===== src/rtl/debug_sequencer_if.sv =====
// UART-side link of the debug sequencer: command bytes in, dump bytes out.
// master = UART RX/TX wrapper side, slave = debug_sequencer side.
interface debug_sequencer_if #(
    parameter int NB_BYTE = 8
);
    logic [NB_BYTE-1:0] rx_data;
    logic               rx_valid;
    logic               tx_ready;
    logic [NB_BYTE-1:0] tx_data;
    logic               tx_valid;

    modport master (
        output rx_data,
        output rx_valid,
        output tx_ready,
        input  tx_data,
        input  tx_valid
    );

    modport slave (
        input  rx_data,
        input  rx_valid,
        input  tx_ready,
        output tx_data,
        output tx_valid
    );
endinterface


===== src/rtl/debug_sequencer.sv =====
// Debug-link pipeline controller: run/step/dump commands, snapshot of PC and register
// file streamed out LSB first. Optional 'B' break command enabled by DEBUG_SEQ_BREAK_EN.
module debug_sequencer #(
    parameter int NB_DATA = 32,
    parameter int N_REGS  = 32,
    parameter int NB_BYTE = 8
) (
    input  logic                      clk,
    input  logic                      i_rst,
    debug_sequencer_if.slave          link,
    input  logic                      i_halt,
    input  logic [NB_DATA-1:0]        i_pc,
    input  logic [N_REGS*NB_DATA-1:0] i_registers,
    output logic                      o_pipe_enable,
    output logic                      o_busy
);

    localparam int               N_BYTES   = ((N_REGS + 1) * NB_DATA) / NB_BYTE;
    localparam logic [7:0]       LAST_BYTE = 8'(N_BYTES - 1);
    localparam logic [NB_BYTE-1:0] CMD_RUN  = NB_BYTE'('h43);
    localparam logic [NB_BYTE-1:0] CMD_STEP = NB_BYTE'('h53);
    localparam logic [NB_BYTE-1:0] CMD_DUMP = NB_BYTE'('h52);

    typedef enum logic [2:0] {
        IDLE,
        RUN,
        STEP,
        SNAP,
        SEND
    } state_t;

    state_t                      state_reg, state_next;
    logic                        enable_reg, enable_next;
    logic                        tx_valid_reg, tx_valid_next;
    logic [NB_BYTE-1:0]          tx_data_reg, tx_data_next;
    logic [7:0]                  byte_cnt_reg, byte_cnt_next;
    logic [NB_DATA-1:0]          shadow_pc_reg;
    logic [N_REGS*NB_DATA-1:0]   shadow_regs_reg;

    // Byte 0 is the PC LSB; register bytes follow in r0..r31 order, each LSB first.
    logic [N_BYTES-1:0][NB_BYTE-1:0] dump_bytes;
    assign dump_bytes = {shadow_regs_reg, shadow_pc_reg};

    logic brk_cmd;
`ifdef DEBUG_SEQ_BREAK_EN
    localparam logic [NB_BYTE-1:0] CMD_BRK = NB_BYTE'('h42);
    assign brk_cmd = link.rx_valid && (link.rx_data == CMD_BRK);
`else
    assign brk_cmd = 1'b0;
`endif

    always_ff @(posedge clk or posedge i_rst) begin
        if (i_rst) begin
            state_reg       <= IDLE;
            enable_reg      <= 1'b0;
            tx_valid_reg    <= 1'b0;
            tx_data_reg     <= '0;
            byte_cnt_reg    <= '0;
            shadow_pc_reg   <= '0;
            shadow_regs_reg <= '0;
        end else begin
            state_reg    <= state_next;
            enable_reg   <= enable_next;
            tx_valid_reg <= tx_valid_next;
            tx_data_reg  <= tx_data_next;
            byte_cnt_reg <= byte_cnt_next;
            if (state_reg == SNAP) begin
                shadow_pc_reg   <= i_pc;
                shadow_regs_reg <= i_registers;
            end
        end
    end

    always_comb begin
        state_next    = state_reg;
        enable_next   = 1'b0;
        tx_valid_next = tx_valid_reg;
        tx_data_next  = tx_data_reg;
        byte_cnt_next = byte_cnt_reg;

        unique case (state_reg)
            IDLE: begin
                tx_valid_next = 1'b0;
                if (link.rx_valid) begin
                    if (link.rx_data == CMD_RUN) begin
                        state_next = RUN;
                    end else if (link.rx_data == CMD_STEP) begin
                        state_next = STEP;
                    end else if (link.rx_data == CMD_DUMP) begin
                        state_next = SNAP;
                    end
                end
            end

            RUN: begin
                // Halt only counts once an enable cycle has been issued, so a halt
                // already present on entry still lets exactly one cycle through.
                if ((enable_reg && i_halt) || brk_cmd) begin
                    state_next = SNAP;
                end else begin
                    enable_next = 1'b1;
                end
            end

            STEP: begin
                if (enable_reg) begin
                    state_next = SNAP;
                end else begin
                    enable_next = 1'b1;
                end
            end

            SNAP: begin
                // Shadows load on this edge, so byte 0 is taken straight from the live PC.
                byte_cnt_next = '0;
                tx_valid_next = 1'b1;
                tx_data_next  = i_pc[NB_BYTE-1:0];
                state_next    = SEND;
            end

            SEND: begin
                if (tx_valid_reg && link.tx_ready) begin
                    if (byte_cnt_reg == LAST_BYTE) begin
                        tx_valid_next = 1'b0;
                        state_next    = IDLE;
                    end else begin
                        byte_cnt_next = byte_cnt_reg + 8'd1;
                        tx_data_next  = dump_bytes[byte_cnt_reg + 8'd1];
                    end
                end
            end

            default: begin
                state_next    = IDLE;
                tx_valid_next = 1'b0;
            end
        endcase
    end

    assign o_pipe_enable = enable_reg;
    assign o_busy        = (state_reg != IDLE);
    assign link.tx_valid = tx_valid_reg;
    assign link.tx_data  = tx_data_reg;

endmodule


===== src/flat_wrapper.sv =====
// flat-port wrapper written by rule: the top's interface ports become plain ports
module debug_sequencer_flat 
#(
    parameter int NB_DATA = 32,
    parameter int N_REGS  = 32,
    parameter int NB_BYTE = 8
)
  (clk, i_rst, i_halt, i_pc, i_registers, o_pipe_enable, o_busy, link_rx_data, link_rx_valid, link_tx_ready, link_tx_data, link_tx_valid);
  debug_sequencer_if #(.NB_BYTE(NB_BYTE)) link_i ();
  input  logic clk;
  input  logic i_rst;
  input  logic i_halt;
  input  logic [NB_DATA-1:0] i_pc;
  input  logic [N_REGS*NB_DATA-1:0] i_registers;
  output logic o_pipe_enable;
  output logic o_busy;
  input wire logic [$bits(link_i.rx_data)-1:0] link_rx_data;
  input wire logic [$bits(link_i.rx_valid)-1:0] link_rx_valid;
  input wire logic [$bits(link_i.tx_ready)-1:0] link_tx_ready;
  output wire logic [$bits(link_i.tx_data)-1:0] link_tx_data;
  output wire logic [$bits(link_i.tx_valid)-1:0] link_tx_valid;
  assign link_i.rx_data = link_rx_data;
  assign link_i.rx_valid = link_rx_valid;
  assign link_i.tx_ready = link_tx_ready;
  assign link_tx_data = link_i.tx_data;
  assign link_tx_valid = link_i.tx_valid;
  debug_sequencer #(.NB_DATA(NB_DATA), .N_REGS(N_REGS), .NB_BYTE(NB_BYTE)) u_core (.clk(clk), .i_rst(i_rst), .link(link_i), .i_halt(i_halt), .i_pc(i_pc), .i_registers(i_registers), .o_pipe_enable(o_pipe_enable), .o_busy(o_busy));
endmodule

===== config.mk =====
export PLATFORM = sky130hd
export DESIGN_NAME = debug_sequencer_flat
export DESIGN_NICKNAME = d
export VERILOG_FILES = /design/src/rtl/debug_sequencer_if.sv /design/src/rtl/debug_sequencer.sv /design/src/flat_wrapper.sv
export SDC_FILE = /design/constraint.sdc
export NUM_CORES = 2
export LEC_CHECK = 0
export ABC_AREA = 1
export ABC_CLOCK_PERIOD_IN_PS = 64099
export CAP_MARGIN = 20
export CORE_AREA = 2 2 418 420
export CTS_CLUSTER_DIAMETER = 120
export CTS_CLUSTER_SIZE = 40
export DETAILED_ROUTE_END_ITERATION = 8
export DIE_AREA = 0 0 420 422
export HOLD_SLACK_MARGIN = 0.15
export PLACE_DENSITY = 0.61
export SETUP_SLACK_MARGIN = 0.5
export SLEW_MARGIN = 20
export SYNTH_ARGS = -nofsm -noshare
export SYNTH_HDL_FRONTEND = slang
export SYNTH_SLANG_ARGS = --single-unit

===== constraint.sdc =====
create_clock -name clk -period 64.1 [get_ports clk]
set_input_delay 9.615 -clock clk [delete_from_list [all_inputs] [get_ports clk]]
set_output_delay 9.615 -clock clk [all_outputs]
set_load 0.005 [all_outputs]

Word-level counts from Yosys, hierarchy flattened
Cells that the tools add are included.

Register bits: 1077. Input port bits: 1069. Output and inout port bits: 11.

Add/sub/neg operators: 1. Magnitude comparators: 1. Equal/unequal tests: 15. Mux-type cells: 23. Bitwise gates (word level): 1. Reductions and logical operators: 9.

Operators with widths (number): $bmux W8 S8 (1); $mux W8 (5); $pmux W8 S2 (2); $eq A8 B7 Y1 const B (3); $mux W3 (8); $pmux W3 S5 (1); $lt A8 B9 Y1 const B (1); $add A8 B1 Y8 const B (1); $eq A8 B8 Y1 const B (1); $ne A2 B1 Y1 const B (4); $eq A3 B2 Y1 const B (2); $reduce_and A3 Y1 (2); $reduce_and A6 Y1 (1); $mux W1 (4); $ne A2 B2 Y1 const B (2); $ne A4 B1 Y1 const B (1); $eq A3 B1 Y1 const B (1); $eq A3 B3 Y1 const B (1); $logic_not A3 Y1 (1); $pmux W1 S3 (1); $reduce_bool A3 Y1 (1); $logic_and A1 B1 Y1 (2); $pmux W1 S2 (1); $reduce_bool A2 Y1 (1); 2 further kinds (2).

Depth between registers and ports, before layout
Word-level depth: 6. Depth in mapped cells: 15. Gate-level depth less buffers: 13.

Least setup slack after synthesis
OpenSTA, ideal clock, no wires.

Path kind: input to register. Start point: in link_tx_ready. End point: reg u_core.byte_cnt_reg[1]. Data arrival time: 10.457 ns. Required time: 63.964 ns. Path slack: 53.506 ns. Stages on the path: 6. Cells stage by stage: a21oi_1 -> a21oi_1 -> inv_2 -> buf_2 -> nand2_1 -> o21ai_0.

Longest elaborated chain between the ends: 3.

RTL lines: from (decl) (RTL line flat_wrapper.sv:19) `input wire logic [$bits(link_i.tx_ready)-1:0] link_tx_ready;`; $logic_and A1 B1 Y1 (RTL line debug_sequencer.sv:122) `if (tx_valid_reg && link.tx_ready) begin`; $ne A2 B1 Y1 (no line); $reduce_and A3 Y1 (no line); to (signal assigned) (RTL line debug_sequencer.sv:66) `byte_cnt_reg <= byte_cnt_next;`; to (decl) (RTL line debug_sequencer.sv:36) `logic [7:0] byte_cnt_reg, byte_cnt_next;`.

Every way passes these cells. A chain may end at the register's enable or synchronous reset.

==> results by group <==
Logic synthesis
  • Flops & latches, synth: 1077
  • Synthesized instance count: 5998
  • Average size of a mapped cell: 8.52 um^2
  • Mapped Nets: 7068
  • Mapped Area: 51100 um^2
  • Synth warn: 0
  • Cell variety after synth: 30
  • Post-synthesis sequential area ratio: 52.7%

Final layout
  • Most frequent cells in the layout: clkdlybuf4s50_1, dfrtp_1, nand2_1
  • Layout cells sized above 1: 7.89%
  • Most common cell after layout, fill and taps aside: clkdlybuf4s50_1
  • Final instance area: 65300 um^2
  • Synth-to-Final Area Change: 27.7%
  • Fin nets: 7826
  • Finished Layout Cells: 9152
  • Largest register FFs: 1024

Global routing
  • Largest net degree at the start of global routing: 253
  • Total gr overflow: 0
  • Number of global-route vias before repair: 43.9k
  • First-pass GRT wire length: 294000 um
  • Initial antenna violation count: 87
  • GRT Total Usage: 22.5%

Power and ir drop
  • Power Dens Cells: 46.2 nW/um^2
  • Leak Pwr: 0.0297 uW
  • Peak VDD IR: 0.0506 mV

Die
  • Row count: 153
  • Area of the die: 177000 um^2
  • Starting Density: 29.6%
  • Die X: 420 um
  • Core Area: 173000 um^2
  • Io pins: 1080
  • Die Span Y: 422 um

Clock tree
  • Htree depth: 2
  • Root Buffer: clkbuf_16
  • Hold-fix buffers, CTS: 0
  • Cts bufs inserted: 38
  • Clk sinks: 1077
  • Clock latency on the worst-skew pair: 0.68 ns
  • # Post-CTS Setup Buffers: 0
  • CTS tree: done
  • Post_cts resized: 0
  • Maximum buffer depth of the clock tree: 3
  • Worst-path clk slew: 0.15 ns

Routing
  • Met2 wire length: 103000 um
  • Avg Vias per Cell: 4.85
  • Max layer used: met5
  • Vias: 44.4k
  • WL met1: 81800 um
  • Antenna Nets Post-Route: 0
  • DR WL met3: 11600 um
  • DR iter-0 viols: 4292
  • DR pass1 iterations: 5
  • Drt wl/cell: 22.7 um
  • Post-route DRC: 0
  • Routed WL: 207000 um

Setup path
  • CP dominant cell by count: buf_4
  • WS Path Type: input port to asynchronous set/reset pin
  • Critical path's slowest cell: buf_4
  • CP Cell Sequence: clkdlybuf4s50_1 -> inv_8 -> buf_16 -> buf_4 -> buf_4 -> buf_4 -> buf_4
  • CP arrival: 13.83 ns
  • Worst path required time: 64.91 ns
  • CP Max Fanout: 72
  • CP startpoint kind: input port
  • Crit path largest cell delay: 0.78 ns
  • CP Capture Type: asynchronous set/reset pin

Timing
  • Finish-stage setup viols: 0
  • Final Max Tran Viols: 0
  • Setup TNS: 0 ns
  • RSZ-0062 raised after global routing: no
  • Hold Fails Final Rpt: 0
  • Fmax: 76.8 MHz
  • Slew HR: 16.8%
  • Final Cycle Share: 20.3%
  • Worst Tran Pin Value: 1.25 ns
  • Setup Skew: 0.0492 ns
  • Worst setup margin: 51.08 ns
  • Post-layout min period: 13.02 ns

Placement
  • Placed insts: 9039
  • Pre-CTS setup slack: 49.58 ns
  • Area after DPL: 63700 um^2
  • IO buf count: 1079
  • Detailed placement HPWL: 152000 um
  • Gpl congestion: 0.885

Min path
  • Worst hold path type: flip-flop to flip-flop

Outcome
  • Status: complete, no violations

Job
  • Max Cap Viol: 0
[per-stage QoR]
step,utilization [%],hold WS [ns],power (uW)
finish,37.8,0.508,3020
global route,37.8,0.527,3240
CTS,37.6,0.503,3060
floorplan,-,0.453,2070
detailed placement,36.9,0.469,2680
global placement,36.9,0.470,2650
[cell usage after synthesis]
master / number / area (um^2)
buf_6: 1 / 11.3
clkinv_1: 3 / 11.3
xor2_1: 4 / 35.0
nand3_1: 716 / 3580
dfrtp_1: 1077 / 27000
nand2_1: 838 / 3150
xnor2_1: 1 / 8.76
buf_2: 115 / 576
or2_2: 1 / 6.26
ha_1: 1 / 12.5
nor3_1: 3 / 15.0
inv_1: 671 / 2520
buf_4: 12 / 90.1
xor2_2: 2 / 32.5
o211ai_1: 88 / 661
clkbuf_1: 253 / 950
nor2_1: 827 / 3100
a32o_1: 1 / 10.0
nor2_2: 1 / 6.26
nand4_2: 1 / 12.5
a21oi_1: 688 / 3440
o22ai_1: 5 / 31.3
nand2_2: 1 / 6.26
mux2_2: 399 / 4490
nand3_2: 1 / 10.0
inv_2: 5 / 18.8
nand4_1: 3 / 18.8
o311ai_0: 1 / 8.76
o21ai_0: 241 / 1210
buf_1: 38 / 143
[per-layer routing]
layer | up-vias | track usage, %
li1 | 20800 | -
met1 | 21800 | 27.2
met2 | 1434 | 38.5
met3 | 328 | 3.55
met4 | 38 | 11.7
met5 | - | 0
[report_power, final]
group / switching, uW / total [uW] / internal (uW)
logic: 987 / 1500 / 514
clock network: 238 / 374 / 136
registers: 131 / 1140 / 1010
total: 1360 / 3020 / 1660
[cell type report]
class | instances | area (um^2)
fillers | 17600 | 108000
flip-flops and latches | 1077 | 27000
multi-input cells | 3823 | 20000
repair buffers | 1137 | 11400
well taps | 2325 | 2910
inverters | 679 | 2570
clock buffers | 40 | 980
clock inverters | 16 | 364
diodes | 55 | 138
[logic make-up after synthesis]
logic type               synth area share (%)
adder cells (fa/ha/maj)                0.0245
multiplexers                             8.79
buffers and inverters                    8.45
XOR/XNOR                                0.149
AND/OR/NAND/NOR                          19.4
flip-flops                               52.7
AO/OA/AOI/OAI                            10.5
[path summary, 6_finish.rpt]
| path | end | depth (start not counted) | slack (ns) | from |
|---|---|---|---|---|
| max | u_core.shadow_regs_reg[613]$_DFFE_PP0P_ | 7 | 51.08 | i_rst |
| min | u_core.link.tx_data[6]$_DFFE_PP0P_ | 2 | 0.51 | u_core.link.tx_data[6]$_DFFE_PP0P_ |
| max reg2reg | u_core.link.tx_data[1]$_DFFE_PP0P_ | 15 | 59.19 | u_core.byte_cnt_reg[0]$_DFFE_PP0P_ |
| min reg2reg | u_core.link.tx_data[6]$_DFFE_PP0P_ | 2 | 0.51 | u_core.link.tx_data[6]$_DFFE_PP0P_ |
| max in group clk | o_busy | 5 | 52.18 | u_core.state_reg[1]$_DFFE_PP0P_ |
| min in group asynchronous | u_core.shadow_regs_reg[241]$_DFFE_PP0P_ | 2 | 9.38 | i_rst |
[critical path, delay by kind of cell]
kind / cells / cell delay (ns)
buffers and inverters: 7 / 3.98
No activity file was read; power rests on OpenSTA's default activity.
